==> src/rtl/rob_multi_pkg.sv <==
// -----------------------------------------------------------------------------
// rob_multi_pkg
//   Shared sizing for the multi-lane reorder buffer: default geometry, the
//   payload width derived from the physical-register address width, and
//   helpers for index and lane-count widths.
// -----------------------------------------------------------------------------
package rob_multi_pkg;

    // Physical register address width; the payload carries the old alias pair
    // plus a flag saying whether the destination alias is meaningful.
    localparam int PR_ADDR_W       = 5;
    localparam int ROB_DATA_WIDTH  = 2 * PR_ADDR_W + 1;

    localparam int ROB_PUSH_WIDTH  = 4;
    localparam int ROB_POP_WIDTH   = 3;
    localparam int ROB_CMPLT_PORTS = 3;   // alu, mem, term
    localparam int ROB_ELEMENTS    = 15;

    // Entry index width for a buffer of the given depth.
    function automatic int rob_idx_w(input int elements);
        return (elements > 1) ? $clog2(elements) : 1;
    endfunction

    // Width of a "how many lanes" count that must be able to hold 0..lanes.
    function automatic int cnt_w(input int lanes);
        return $clog2(lanes) + 1;
    endfunction

    localparam int ROB_IDX_W = rob_idx_w(ROB_ELEMENTS);

endpackage

==> src/rtl/rob_wrap_add.sv <==
// -----------------------------------------------------------------------------
// rob_wrap_add
//   Combinational modular adder: sum = (idx + k) mod ELEMENTS.
//   The wrap is a single compare-and-subtract, so k must not exceed ELEMENTS.
//   Works for any depth, including non-powers of two.
// Ports:
//   idx  in   IDX_W  starting index (0..ELEMENTS-1)
//   k    in   K_W    increment (0..ELEMENTS)
//   sum  out  IDX_W  wrapped result
// -----------------------------------------------------------------------------
module rob_wrap_add
    import rob_multi_pkg::*;
#(
    parameter  int ELEMENTS = ROB_ELEMENTS,
    parameter  int K_W      = 1,
    localparam int IDX_W    = rob_idx_w(ELEMENTS)
) (
    input  logic [IDX_W-1:0] idx,
    input  logic [K_W-1:0]   k,
    output logic [IDX_W-1:0] sum
);

    localparam int SUM_W = ((IDX_W > K_W) ? IDX_W : K_W) + 1;

    logic [SUM_W-1:0] raw;

    always_comb begin
        raw = SUM_W'(idx) + SUM_W'(k);
        if (raw >= SUM_W'(ELEMENTS)) begin
            raw = raw - SUM_W'(ELEMENTS);
        end
    end

    assign sum = IDX_W'(raw);

endmodule

==> src/rtl/rob_multi.sv <==
// -----------------------------------------------------------------------------
// rob_multi
//   Circular reorder buffer holding old physical aliases from decode to commit.
//   Up to PUSH_WIDTH in-order allocations and POP_WIDTH in-order commits per
//   cycle, with CMPLT_PORTS independent completion ports.
//   Optional tail squash (macro ROB_FLUSH_EN): kills every entry younger than
//   flush_idx and rewinds the tail; without the macro flush/flush_idx are
//   ignored.
// Ports:
//   clk, rst          clock (rising edge), asynchronous active-low reset
//   din/din_valid     allocation payloads and lane valids (lane 0 oldest)
//   din_ready_ct      lanes that may be accepted this cycle
//   entry_nums        index each lane receives if pushed this cycle
//   dout/dout_valid_ct head payloads and count of committable head entries
//   dout_ready_ct     consumer capacity this cycle
//   completed/cmplt_valid  completion index and strobe per port
//   flush/flush_idx   squash request and youngest surviving entry
//   count             occupied entries
// -----------------------------------------------------------------------------
module rob_multi
    import rob_multi_pkg::*;
#(
    parameter  int DATA_WIDTH  = ROB_DATA_WIDTH,
    parameter  int PUSH_WIDTH  = ROB_PUSH_WIDTH,
    parameter  int POP_WIDTH   = ROB_POP_WIDTH,
    parameter  int CMPLT_PORTS = ROB_CMPLT_PORTS,
    parameter  int ELEMENTS    = ROB_ELEMENTS,
    localparam int IDX_W       = rob_idx_w(ELEMENTS),
    localparam int PUSH_CNT_W  = cnt_w(PUSH_WIDTH),
    localparam int POP_CNT_W   = cnt_w(POP_WIDTH)
) (
    input  logic                             clk,
    input  logic                             rst,
    input  logic [PUSH_WIDTH*DATA_WIDTH-1:0] din,
    input  logic [PUSH_WIDTH-1:0]            din_valid,
    output logic [PUSH_CNT_W-1:0]            din_ready_ct,
    output logic [PUSH_WIDTH*IDX_W-1:0]      entry_nums,
    output logic [POP_WIDTH*DATA_WIDTH-1:0]  dout,
    output logic [POP_CNT_W-1:0]             dout_valid_ct,
    input  logic [POP_CNT_W-1:0]             dout_ready_ct,
    input  logic [CMPLT_PORTS*IDX_W-1:0]     completed,
    input  logic [CMPLT_PORTS-1:0]           cmplt_valid,
    input  logic                             flush,
    input  logic [IDX_W-1:0]                 flush_idx,
    output logic [IDX_W:0]                   count
);

    localparam int CNT_W = IDX_W + 1;

    logic [ELEMENTS-1:0]   valid_q, done_q, valid_d, done_d;
    logic [DATA_WIDTH-1:0] payload_q [ELEMENTS];
    logic [IDX_W-1:0]      head_q, tail_q, head_d, tail_d;
    logic [CNT_W-1:0]      count_q, count_d;

    logic [IDX_W-1:0]      push_idx [PUSH_WIDTH];
    logic [IDX_W-1:0]      pop_idx  [POP_WIDTH];
    logic [IDX_W-1:0]      head_adv, tail_adv;
    logic [PUSH_CNT_W-1:0] push_n;
    logic [POP_CNT_W-1:0]  pop_n;
    logic                  flush_active;

    // Per-lane indices, wrapped within the same cycle.
    for (genvar i = 0; i < PUSH_WIDTH; i++) begin : g_push_idx
        rob_wrap_add #(.ELEMENTS(ELEMENTS), .K_W(CNT_W)) u_add (
            .idx(tail_q), .k(CNT_W'(i)), .sum(push_idx[i])
        );
        assign entry_nums[i*IDX_W +: IDX_W] = push_idx[i];
    end

    for (genvar j = 0; j < POP_WIDTH; j++) begin : g_pop_idx
        rob_wrap_add #(.ELEMENTS(ELEMENTS), .K_W(CNT_W)) u_add (
            .idx(head_q), .k(CNT_W'(j)), .sum(pop_idx[j])
        );
    end

    rob_wrap_add #(.ELEMENTS(ELEMENTS), .K_W(POP_CNT_W)) u_head_adv (
        .idx(head_q), .k(pop_n), .sum(head_adv)
    );

    rob_wrap_add #(.ELEMENTS(ELEMENTS), .K_W(PUSH_CNT_W)) u_tail_adv (
        .idx(tail_q), .k(push_n), .sum(tail_adv)
    );

`ifdef ROB_FLUSH_EN
    logic [IDX_W-1:0]    flush_tail;
    logic [CNT_W-1:0]    flush_count;
    logic [ELEMENTS-1:0] keep_mask;

    rob_wrap_add #(.ELEMENTS(ELEMENTS), .K_W(1)) u_flush_tail (
        .idx(flush_idx), .k(1'b1), .sum(flush_tail)
    );

    // Distance of idx behind base, modulo ELEMENTS: 0 = oldest entry.
    function automatic logic [IDX_W-1:0] age_of(input logic [IDX_W-1:0] idx,
                                                input logic [IDX_W-1:0] base);
        logic [CNT_W-1:0] diff;
        diff = CNT_W'(idx) - CNT_W'(base);
        if (idx < base) begin
            diff = diff + CNT_W'(ELEMENTS);
        end
        return IDX_W'(diff);
    endfunction

    // Survivors are those no younger than flush_idx, judged by age from head.
    always_comb begin
        logic [IDX_W-1:0] flush_age;
        keep_mask    = '0;
        flush_active = flush;
        flush_age    = age_of(flush_idx, head_q);
        flush_count  = CNT_W'(flush_age) + CNT_W'(1);
        for (int e = 0; e < ELEMENTS; e++) begin
            keep_mask[e] = (age_of(IDX_W'(e), head_q) <= flush_age);
        end
    end
`else
    logic unused_flush;
    assign flush_active = 1'b0;
    assign unused_flush = ^{flush, flush_idx};
`endif

    // Push acceptance depends only on the registered count, so a same-cycle
    // pop never widens the allocation window.
    always_comb begin
        logic [CNT_W-1:0]      free_slots;
        logic [PUSH_CNT_W-1:0] lead;
        logic                  stop;
        // NOTE: every output of a combinational block gets a value on entry, so
        // no path leaves it unassigned and no latch is inferred.
        free_slots   = CNT_W'(ELEMENTS) - count_q;
        din_ready_ct = (free_slots >= CNT_W'(PUSH_WIDTH)) ? PUSH_CNT_W'(PUSH_WIDTH)
                                                          : PUSH_CNT_W'(free_slots);
        lead = '0;
        stop = 1'b0;
        for (int i = 0; i < PUSH_WIDTH; i++) begin
            if (!din_valid[i]) stop = 1'b1;
            if (!stop) lead = lead + PUSH_CNT_W'(1);
        end
        push_n = (lead < din_ready_ct) ? lead : din_ready_ct;
        if (flush_active) push_n = '0;
    end

    // Commit window: leading valid&done entries from head, capped at POP_WIDTH.
    always_comb begin
        logic stop;
        dout          = '0;
        dout_valid_ct = '0;
        stop          = 1'b0;
        for (int j = 0; j < POP_WIDTH; j++) begin
            if (!(valid_q[pop_idx[j]] && done_q[pop_idx[j]])) stop = 1'b1;
            if (!stop) dout_valid_ct = dout_valid_ct + POP_CNT_W'(1);
            dout[j*DATA_WIDTH +: DATA_WIDTH] = payload_q[pop_idx[j]];
        end
        pop_n = (dout_valid_ct < dout_ready_ct) ? dout_valid_ct : dout_ready_ct;
    end

    // Next-state: completions, then allocations, then commits, then squash.
    always_comb begin
        logic [IDX_W-1:0] c_idx;
        valid_d = valid_q;
        done_d  = done_q;
        c_idx   = '0;
        for (int p = 0; p < CMPLT_PORTS; p++) begin
            c_idx = completed[p*IDX_W +: IDX_W];
            // Stale or out-of-range indices simply do nothing.
            if (cmplt_valid[p] && (c_idx < IDX_W'(ELEMENTS)) && valid_q[c_idx]) begin
                done_d[c_idx] = 1'b1;
            end
        end
        for (int i = 0; i < PUSH_WIDTH; i++) begin
            if (PUSH_CNT_W'(i) < push_n) begin
                valid_d[push_idx[i]] = 1'b1;
                done_d[push_idx[i]]  = 1'b0;
            end
        end
        for (int j = 0; j < POP_WIDTH; j++) begin
            if (POP_CNT_W'(j) < pop_n) begin
                valid_d[pop_idx[j]] = 1'b0;
                done_d[pop_idx[j]]  = 1'b0;
            end
        end
        count_d = count_q + CNT_W'(push_n) - CNT_W'(pop_n);
        head_d  = head_adv;
        tail_d  = tail_adv;
`ifdef ROB_FLUSH_EN
        if (flush_active) begin
            valid_d = valid_d & keep_mask;
            done_d  = done_d & keep_mask;
            count_d = flush_count - CNT_W'(pop_n);
            tail_d  = flush_tail;
        end
`endif
    end

    always_ff @(posedge clk or negedge rst) begin
        if (!rst) begin
            valid_q <= '0;
            done_q  <= '0;
            head_q  <= '0;
            tail_q  <= '0;
            count_q <= '0;
            // NOTE: the payload array is cleared too, because dout shows the
            // head payloads unconditionally and must read zero out of reset.
            for (int e = 0; e < ELEMENTS; e++) begin
                payload_q[e] <= '0;
            end
        end else begin
            // NOTE: state registers use non-blocking assignment so every
            // register samples pre-edge values regardless of statement order.
            valid_q <= valid_d;
            done_q  <= done_d;
            head_q  <= head_d;
            tail_q  <= tail_d;
            count_q <= count_d;
            for (int i = 0; i < PUSH_WIDTH; i++) begin
                if (PUSH_CNT_W'(i) < push_n) begin
                    payload_q[push_idx[i]] <= din[i*DATA_WIDTH +: DATA_WIDTH];
                end
            end
        end
    end

    assign count = count_q;

endmodule

==> config.mk <==
export PLATFORM = sky130hd
export DESIGN_NAME = rob_multi
export DESIGN_NICKNAME = d
export VERILOG_FILES = /design/src/rtl/rob_multi_pkg.sv /design/src/rtl/rob_wrap_add.sv /design/src/rtl/rob_multi.sv
export SDC_FILE = /design/constraint.sdc
export NUM_CORES = 1
export LEC_CHECK = 0
export CAP_MARGIN = 20
export CELL_PAD_IN_SITES_DETAIL_PLACEMENT = 0
export CELL_PAD_IN_SITES_GLOBAL_PLACEMENT = 1
export CORE_MARGIN = 5
export CORE_UTILIZATION = 50
export DETAILED_ROUTE_END_ITERATION = 7
export PLACE_DENSITY_LB_ADDON = 0.1
export SYNTH_ARGS = -nofsm -noshare
export SYNTH_HDL_FRONTEND = slang
export SYNTH_SLANG_ARGS = --single-unit
==> constraint.sdc <==
create_clock -name clk -period 8.38 [get_ports clk]
set_input_delay 2.514 -clock clk [delete_from_list [all_inputs] [get_ports clk]]
set_output_delay 2.514 -clock clk [all_outputs]
set_load 0.01 [all_outputs]
# --- Word level (Yosys, flattened, before mapping) ---
# Index checks and enable logic that the tools add are counted.
word_totals:
  wordCells: 257
  in_bits: 73
  register_bits: 208
  out_inout_bits: 60
op_classes:
  n_reduce_logical: 23
  magnitude_cmp: 53
  addsub: 24
  muxes: 106
  bitwise_logic: 31
ops:
  columns: ["operator", "count"]
  rows:
  - ["165-bit bitwise mux", 4]
  - ["165-bit 2-to-1 mux", 4]
  - ["15-bit 2-to-1 mux", 17]
  - ["11-bit demux with 4-bit select", 4]
  - ["15-bit AND", 10]
  - ["11-bit binary-select mux with 4-bit select", 3]
  - ["11-bit 2-to-1 mux", 10]
  - ["15-bit inverter", 7]
  - ["15-bit bitwise OR", 7]
  - ["4-bit by 5-bit < comparator with 1-bit output (second input constant)", 10]
  - ["1-bit demux with 4-bit select", 10]
  - ["4-bit by 1-bit >= comparator with 1-bit output (second input constant)", 10]
  - ["1-bit binary-select mux with 4-bit select", 9]
  - ["4-bit 2-to-1 mux", 9]
  - ["4-bit subtractor (second input constant)", 9]
  - ["5-bit by 4-bit >= comparator with 1-bit output (second input constant)", 7]
  - ["5-bit >= comparator (second input constant)", 7]
  - ["4-bit inverter with 5-bit output", 7]
  - ["1-bit 2-to-1 mux", 28]
  - ["3-bit 2-to-1 mux", 8]
  - ["1-bit logical AND", 23]
  - ["5-bit by 1-bit < comparator with 1-bit output (second input constant)", 4]
  - ["3-bit by 1-bit adder with 3-bit output (second input constant)", 5]
  - ["4-bit by 2-bit adder with 5-bit output (second input constant)", 3]
  - ["other kinds (11)", 22]

# --- Longest topological paths before layout ---
# Gate-level depths: netlist (run 1).
depth:
  ltp_word: 24
  ltp_mapped: 27
  depth_no_buf: 25

# --- Hierarchy ---
# Synthesis (run 1) repeated with hierarchy kept, for this count alone.
hier_totals:
  cells_unflattened: 2182
  area_unflattened_um2: 21379.3
modules_own_cells:
  columns: ["module", "cells_per_inst", "instances", "seq_area_each_um2", "area_each_um2"]
  rows:
  - ["rob_multi", 1856, 1, 5205.0, 18765.5]
  - ["rob_wrap_add at g_pop_idx[0].u_add ...", 40, 7, 0.0, 306.5]
  - ["rob_wrap_add at u_head_adv ...", 23, 2, 0.0, 234.0]

# --- Least setup slack after synthesis (run 1) ---
# OpenSTA, ideal clock, no wires.
synth_timing:
  path_kind: "input-to-reg"
  from: "in din_valid[0]"
  to: "reg tail_q[1]"
  t_required_ns: 8.255
  cell_stages: 20
  slack_ns: 2.533
  path_buffers: 0
  t_arrival_ns: 5.723
  setup_ns: 0.125
  cell_sequence: "nand2_1 > inv_1 > ha_1 > inv_1 > a31oi_1 > ha_1 > o31ai_1 > a21oi_1 > o21ai_1 > nand2_1 > ha_1 > a21o_1 > a21oi_1 > xnor2_1 > nand3_1 > o21ai_0 > nand2_1 > o311ai_0 > a31oi_1 > mux2_2"
synth_via:
  elab_chain_cells: 12
  elab_cells_between_ends: 17
  classes_between: "add/sub (5); order compare (2); mux (10)"
synth_lines:
  columns: ["element", "line", "source"]
  rows:
  - ["from (decl)", "rob_multi.sv:35", "input logic [PUSH_WIDTH-1:0] din_valid,"]
  - ["1-bit 2-to-1 mux, on equally long branches", "rob_multi.sv:136, rob_multi.sv:135", null]
  - ["3-bit by 1-bit adder with 3-bit output / 1-bit 2-to-1 mux (equally long branches)", "rob_multi.sv:136, rob_multi.sv:135", null]
  - ["3-bit 2-to-1 mux", "rob_multi.sv:136", "if (!stop) lead = lead + PUSH_CNT_W'(1);"]
  - ["3-bit by 1-bit adder with 3-bit output", "rob_multi.sv:136", null]
  - ["3-bit 2-to-1 mux", "rob_multi.sv:136", null]
  - ["3-bit by 1-bit adder with 3-bit output", "rob_multi.sv:136", null]
  - ["3-bit 2-to-1 mux (*)", "rob_multi.sv:136", null]
  - ["3-bit < comparator", "rob_multi.sv:138", "push_n = (lead < din_ready_ct) ? lead : din_ready_ct;"]
  - ["3-bit 2-to-1 mux (*)", "rob_multi.sv:138", null]
  - ["4-bit by 3-bit adder with 5-bit output (*)", "rob_wrap_add.sv:28", "raw = SUM_W'(idx) + SUM_W'(k);"]
  - ["4-bit subtractor / 5-bit by 4-bit >= comparator with 1-bit output (equally long branches)", "rob_wrap_add.sv:30, rob_wrap_add.sv:29", null]
  - ["4-bit 2-to-1 mux (*)", "rob_wrap_add.sv:29", "if (raw >= SUM_W'(ELEMENTS)) begin"]
  - ["via tail_adv[1]", "rob_multi.sv:57", "logic [IDX_W-1:0] head_adv, tail_adv;"]
  - ["to (signal assigned)", "rob_multi.sv:212", "tail_q <= tail_d;"]
  - ["to (decl)", "rob_multi.sv:52", "logic [IDX_W-1:0] head_q, tail_q, head_d, tail_d;"]
# The timed path passes the listed nets; every way through them passes the cells marked *.

# --- Worst setup path after layout (run 1) ---
layout_timing:
  from: "reg head_q[0]"
  to: "out dout[27]"
layout_via:
  elab_chain_cells: 7
  elab_cells_between_ends: 8
  classes_between: "add/sub (2); order compare (1); mux (4); bitwise (1)"
layout_lines:
  columns: ["element", "line", "source"]
  rows:
  - ["from (decl)", "rob_multi.sv:52", null]
  - ["from (signal assigned)", "rob_multi.sv:198", "head_q <= '0;"]
  - ["from (signal assigned)", "rob_multi.sv:211", "head_q <= head_d;"]
  - ["4-bit by 2-bit adder with 5-bit output (*)", "rob_wrap_add.sv:28", null]
  - ["4-bit subtractor / 5-bit by 4-bit >= comparator with 1-bit output (equally long branches)", "rob_wrap_add.sv:30, rob_wrap_add.sv:29", null]
  - ["4-bit 2-to-1 mux (*)", "rob_wrap_add.sv:29", null]
  - ["4-bit inverter with 5-bit output (implied by the code) (*)", "rob_multi.sv:151", "dout[j*DATA_WIDTH +: DATA_WIDTH] = payload_q[pop_idx[j]];"]
  - ["11-bit binary-select mux with 4-bit select (*)", "rob_multi.sv:151", null]
  - ["11-bit 2-to-1 mux (implied by the code) (*) (2 in a row)", "rob_multi.sv:151", null]
  - ["to (decl)", "rob_multi.sv:38", "output logic [POP_WIDTH*DATA_WIDTH-1:0] dout,"]
# Mark *: on every way between the ends. The rest lies on a longest branch, timed or not. The select of a mux whose other input is x is not followed.

==> results by group, run 1 <==
Run status
  • Status: finished, final reports clean

Synth
  • Count of mapped cells out of synthesis: 2,726
  • Fraction of registers with async set or reset after synthesis: 1.000
  • Post-synth top area share: 0.2470
  • Leading cell types by total area after synthesis: sky130_fd_sc_hd__dfrtp_1 25%, sky130_fd_sc_hd__mux2i_1 8.9%, sky130_fd_sc_hd__nand2_1 8.3%
  • Number of enable-type register cells in the synthesized netlist: 0
  • Syn_area_per_cell: 7.730 um2
  • Share of the yosys chip area belonging to registers: 0.2470
  • Post-synthesis cell type count: 111
  • Cell type contributing the most total cell area after synthesis: sky130_fd_sc_hd__dfrtp_1
  • Yosys synthesis warning count: 0
  • Total of flip-flops plus latches after synthesis: 208
  • Most common cell in the synthesized netlist: sky130_fd_sc_hd__nand2_1
  • Most used flip-flop cell after synthesis: sky130_fd_sc_hd__dfrtp_1
  • Most frequent cells after synthesis: 468 x sky130_fd_sc_hd__nand2_1, 317 x sky130_fd_sc_hd__nor2_1, 208 x sky130_fd_sc_hd__dfrtp_1
  • Mapped Area: 0.02107 mm2

STA
  • Worst-Margin Slew: 1353 ps
  • Number of max-slew violations in the final report: 0
  • Post-route fraction of the period consumed by the critical path: 0.9415
  • Max-Slew Margin vs Limit: 0.09511
  • Unrepaired setup endpoints after global routing: false
  • Maximum frequency from static timing analysis: 126.8 MHz
  • Setup violators final: 0
  • Final hold violation count: 0
  • Worst Clk Skew: 29.77 ps
  • Aggregate negative setup slack: 0 ps
  • Min Clock Period, post-route: 7889 ps

Clocking
  • Count of H-tree levels built during CTS: 1
  • Clock sink count: 208
  • Clock Root Buffer: sky130_fd_sc_hd__clkbuf_16
  • CTS-repair resized insts: 0
  • Cts-stage hold buffer count: 0
  • TritonCTS clock tree: built
  • Clock latency reported for the late side of the worst-skew pair: 590 ps
  • Setup fix buffers added after clock tree synthesis: 0
  • Buffer depth of the longest clock path: 3
  • Clock transition at the register clock pins on the worst setup and hold paths after CTS: 60 ps
  • Number of clock buffers inserted by TritonCTS: 28

Cells and area
  • Filler Cell Count: 3,872
  • Nets: 2,801
  • Fraction of final layout cells sized beyond drive strength 1: 0.09708
  • Post-synthesis to final-layout area growth: 12.21%

Route
  • Total length of routed wires: 94.87 mm
  • Mean routed wirelength per cell: 29.20 um
  • 1st-pass router iterations: 7
  • Antenna-violating nets left: 0
  • DRC viols: 0
  • Violation count after the first detailed-routing iteration: 4,143
  • Number of vias in the routed layout: 23,435
  • Mean number of vias per cell: 7.213

Worst setup path
  • Nature of the critical path startpoint: flop
  • Nature of the critical path endpoint: output pin
  • CP arrival: 5380 ps
  • WS Path Type: reg -> out
  • Worst Path Max Fanout: 29
  • Required time at the worst-slack endpoint: 5870 ps

Place
  • HPWL after detailed placement: 67.37 mm
  • Routability Congestion: 1.016
  • Input/output buffers: 126

Floorplan
  • Area of the die: 0.04635 mm2
  • Chip Height: 215.3 um
  • Number of top-level design ports: 133
  • Die Width: 215.3 um
  • Area of the core: 0.04185 mm2
  • Starting Density: 0.5035
  • Number of core rows: 75

GRT
  • Number of antenna violations at the first check in global routing: 2
  • Via count of the first global-routing pass: 21,480
  • Wire length of the first global-routing pass: 140.4 mm
  • Residual overflow from global routing: 0
  • All-Layer GR Usage: 0.3895
  • Pin count of the biggest net entering global routing: 126

Flow run
  • Number of max-capacitance violations reported: 0

Hold path
  • Type of the most critical hold path: reg -> reg
-- path summary, 6_finish.rpt --
kind / start / to / slack (ps) / cells after the start
max in group asynchronous: rst / payload_q[159] / 5210 / 2
worst max register to register: head_q[0] / head_q[1] / 1410 / 20
min in group asynchronous: rst / head_q[2] / 1940 / 1
worst max-delay path: head_q[0] / dout[27] / 490 / 13
worst min-delay path: count[0] / count[0] / 610 / 1
worst min register to register: count[0] / count[0] / 610 / 1
-- state kept, by name, summed over array words and instances, names as in the netlist --
signal     count
tail_q         4
head_q         4
valid_q       15
done_q        15
payload_q    165
count          5
-- metrics by stage --
stage / instance area [um2] / setup WS, ps / hold WS [ps] / cells / utilization
2_1_floorplan: 21080 / 2533 / 603.6 / 2728 / -
3_3_place_gp: 22660 / 1337 / 584.8 / 3196 / 0.5415
3_5_place_dp: 22660 / 1308 / 584.3 / 3196 / 0.5415
4_1_cts: 23610 / 685.6 / 610.1 / 3246 / 0.5641
5_1_grt: 23650 / 353.7 / 626.0 / 3249 / 0.5650
6_report: 23650 / 490.6 / 613.2 / 3249 / 0.5650
-- cells in the final DEF (no fill, tap or decap), types with 77 or more instances in the layout --
cell type	n
sky130_fd_sc_hd__nand2_1	467
sky130_fd_sc_hd__nor2_1	313
sky130_fd_sc_hd__dfrtp_1	208
sky130_fd_sc_hd__mux2i_1	186
sky130_fd_sc_hd__clkdlybuf4s50_1	125
sky130_fd_sc_hd__nand3_1	120
sky130_fd_sc_hd__a21oi_1	115
sky130_fd_sc_hd__a31oi_1	108
sky130_fd_sc_hd__a211oi_1	88
sky130_fd_sc_hd__o21ai_0	82
sky130_fd_sc_hd__a211o_1	77
-- per-layer routing --
metal,GRT usage,routed length [um]
met2,0.5549,39020
met4,0.1018,2679
met3,0.1419,14440
met1,0.5598,38710
met5,0,15
-- layout make-up --
type	count	area, um2	area share
multi-input combinational	2204	14750	0.6237
sequential	208	5205	0.2201
timing repair buffer	200	1892	0.08001
clock buffer	39	822.0	0.03477
tap	539	674.4	0.02852
inverter	47	178.9	0.007567
clock inverter	11	122.6	0.005186
antenna	1	2.502	0.0001058
-- critical path, cell delays in order, from the launching register on --
cell	delay [ps]
sky130_fd_sc_hd__dfrtp_1	750
sky130_fd_sc_hd__buf_4	360
sky130_fd_sc_hd__ha_1	380
sky130_fd_sc_hd__nand2b_1	170
sky130_fd_sc_hd__o21ai_1	210
sky130_fd_sc_hd__a22oi_1	170
sky130_fd_sc_hd__nand2_2	650
sky130_fd_sc_hd__buf_4	350
sky130_fd_sc_hd__nand2_1	70
sky130_fd_sc_hd__and3_1	170
sky130_fd_sc_hd__a311oi_1	550
sky130_fd_sc_hd__nor3_1	110
sky130_fd_sc_hd__a31oi_1	250
sky130_fd_sc_hd__clkdlybuf4s50_1	590
-- kinds of logic after synthesis --
family / synth area share
compound gates: 0.2836
xor+xnor: 0.009025
fa+ha+maj: 0.02595
buf+inv: 0.06175
flops: 0.2470
mux: 0.1407
other cells: 0.0001780
simple gates: 0.2318
Power of run 1 is left out: the tool's default activity adds up to more than one toggle a clock period on the data nets, which glitch-free logic cannot reach.
==> inputs of run 2 (changes only) <==
--- a/config.mk
+++ b/config.mk
@@ -11,6 +11,8 @@
 export CORE_MARGIN = 5
 export CORE_UTILIZATION = 50
 export DETAILED_ROUTE_END_ITERATION = 7
+export DONT_BUFFER_PORTS = 1
+export HOLD_SLACK_MARGIN = 0.03
 export PLACE_DENSITY_LB_ADDON = 0.1
 export SYNTH_ARGS = -nofsm -noshare
 export SYNTH_HDL_FRONTEND = slang
==> run 2 against run 1 <==
  * Routed wire length rose by 2.0%
  * Die area did not move
  * Cell count fell by 4.1%
  * Count of clock-buffer cells in the layout fell by 4
  * Cell area fell by 5.4%
  * First-iteration DRC count fell by 12%
  * Clock skew fell by 10 ps
  * Utilization fell by 3.0 points
==> results by group, run 2 (synthesized netlist as in run 1, its figures left out) <==
Cells and area
  • Most common cell after layout, fill and taps aside: sky130_fd_sc_hd__nand2_1
  • Largest registers: payload_q: 165 flops, done_q: 15 flops, valid_q: 15 flops
  • Post-synthesis to final-layout area growth: 6.187%
  • Post-layout instance area: 0.02238 mm2
  • Nets: 2,670
  • Top register by number of flip-flops: payload_q
  • Filler Cell Count: 3,939
  • Highest-count cells in the layout ignoring fill and taps: 467 x sky130_fd_sc_hd__nand2_1, 312 x sky130_fd_sc_hd__nor2_1, 208 x sky130_fd_sc_hd__dfrtp_1
  • Fraction of final layout cells sized beyond drive strength 1: 0.1012
  • Number of antenna cells inserted: 0
  • Flip-flop count of the largest register after layout: 165
  • Post-route non-filler standard cell count: 3,117

Worst setup path
  • CP arrival: 5240 ps
  • Series of cell instances along the critical path: inv_1 > ha_1 > nor4b_1 > a31o_2 > a22oi_1 > nand2_2 > buf_4 > nand2_1 > a311oi_1 > nor3_1 > a31oi_1
  • CP peak stage delay: 790 ps
  • Termination of the worst setup path: dout[22]
  • Required time at the worst-slack endpoint: 5870 ps
  • WS Path Type: reg -> out
  • Worst reg2reg startpoint: head_q[1]
  • Minimum setup slack among reg-to-reg paths: 1460 ps
  • Endpoint of the worst register-to-register path: head_q[1]
  • Worst reg-to-reg path cell count: 22
  • Worst Path Max Fanout: 42
  • Setup crit start: head_q[1]
  • Nature of the critical path endpoint: output pin
  • Slowest cell on the critical path: sky130_fd_sc_hd__nand2_2
  • Nature of the critical path startpoint: flop

GRT
  • Via count of the first global-routing pass: 20,693
  • Pin count of the biggest net entering global routing: 209
  • All-Layer GR Usage: 0.3955
  • Wire length of the first global-routing pass: 141.2 mm
  • Number of antenna violations at the first check in global routing: 1
  • Residual overflow from global routing: 0

Route
  • Violation count after the first detailed-routing iteration: 3,658
  • Antenna-violating nets left: 0
  • 1st-pass router iterations: 8
  • DRC viols: 0
  • Mean routed wirelength per cell: 31.05 um
  • Total length of routed wires: 96.77 mm
  • Mean number of vias per cell: 7.377
  • Number of vias in the routed layout: 22,994

Clocking
  • Number of clock buffers inserted by TritonCTS: 28
  • Clock transition at the register clock pins on the worst setup and hold paths after CTS: 60 ps
  • Cts-stage hold buffer count: 0
  • Clock latency reported for the late side of the worst-skew pair: 590 ps
  • Clock sink count: 208
  • Setup fix buffers added after clock tree synthesis: 0
  • Buffer depth of the longest clock path: 3
  • TritonCTS clock tree: built
  • Count of H-tree levels built during CTS: 1
  • CTS-repair resized insts: 0
  • Clock Root Buffer: sky130_fd_sc_hd__clkbuf_16

Floorplan
  • Starting Density: 0.5035
  • Number of core rows: 75
  • Area of the die: 0.04635 mm2
  • Number of top-level design ports: 133
  • Area of the core: 0.04185 mm2
  • Chip Height: 215.3 um
  • Die Width: 215.3 um

STA
  • Post-route fraction of the period consumed by the critical path: 0.9256
  • Unrepaired setup endpoints after global routing: false
  • Worst Clk Skew: 19.56 ps
  • Maximum frequency from static timing analysis: 128.9 MHz
  • Hold slack final: 662.4 ps
  • Aggregate negative setup slack: 0 ps
  • Worst-Margin Slew: 1232 ps
  • Min Clock Period, post-route: 7756 ps
  • Max-Slew Margin vs Limit: 0.1763
  • Number of max-slew violations in the final report: 0
  • Setup violators final: 0
  • Final hold violation count: 0

Place
  • Routability Congestion: 0.9888
  • Input/output buffers: 0
  • Placed cell area: 0.02136 mm2
  • HPWL after detailed placement: 65.73 mm
  • # placed instances: 3,066

Hold path
  • Startpoint of the most critical hold path: count[0]
  • Type of the most critical hold path: reg -> reg

Flow run
  • Number of max-capacitance violations reported: 0

Run status
  • Status: finished, final reports clean
run 2: metal layers:
| layer | routed length (um) | global-route usage | vias up |
|---|---|---|---|
| li1 | - | - | 9762 |
| met1 | 38740 | 0.5584 | 11185 |
| met2 | 39180 | 0.5609 | 1776 |
| met3 | 15270 | 0.1556 | 269 |
| met4 | 3571 | 0.1144 | 2 |
| met5 | 7 | 0 | - |
run 2: final cells by class:
class,instances,area [um2],area share
repair buffers,69,555.5,0.02483
clock buffers,35,798.3,0.03567
inverters,47,178.9,0.007996
well taps,539,674.4,0.03014
multi-input cells,2204,14760,0.6594
flip-flops and latches,208,5205,0.2326
clock inverters,15,209.0,0.009338
run 2: stage by stage:
stage                     setup slack [ps]  utilization
after global routing                 525.6       0.5346
final                                623.6       0.5346
after global placement                1530       0.5102
after CTS                            864.7       0.5345
after floorplan                       2533            -
after detailed placement              1486       0.5104
run 2: critical path, delay by kind of cell, from the launching register on:
kind            cells  cell delay [ps]
compound gates      4             1440
simple gates        4             1280
flops               1              720
buf+inv             2              710
fa+ha+maj           1              460
run 2: worst min-delay path by stage:
stage,endpoint,slack (ps),cells after the start
after global routing,count[0],700,1
after floorplan,count[0],600,1
after detailed placement,count[0],650,1
after CTS,count[0],660,1
after global placement,count[0],650,1
final,count[0],660,1
Power of run 2 is left out for the same reason.
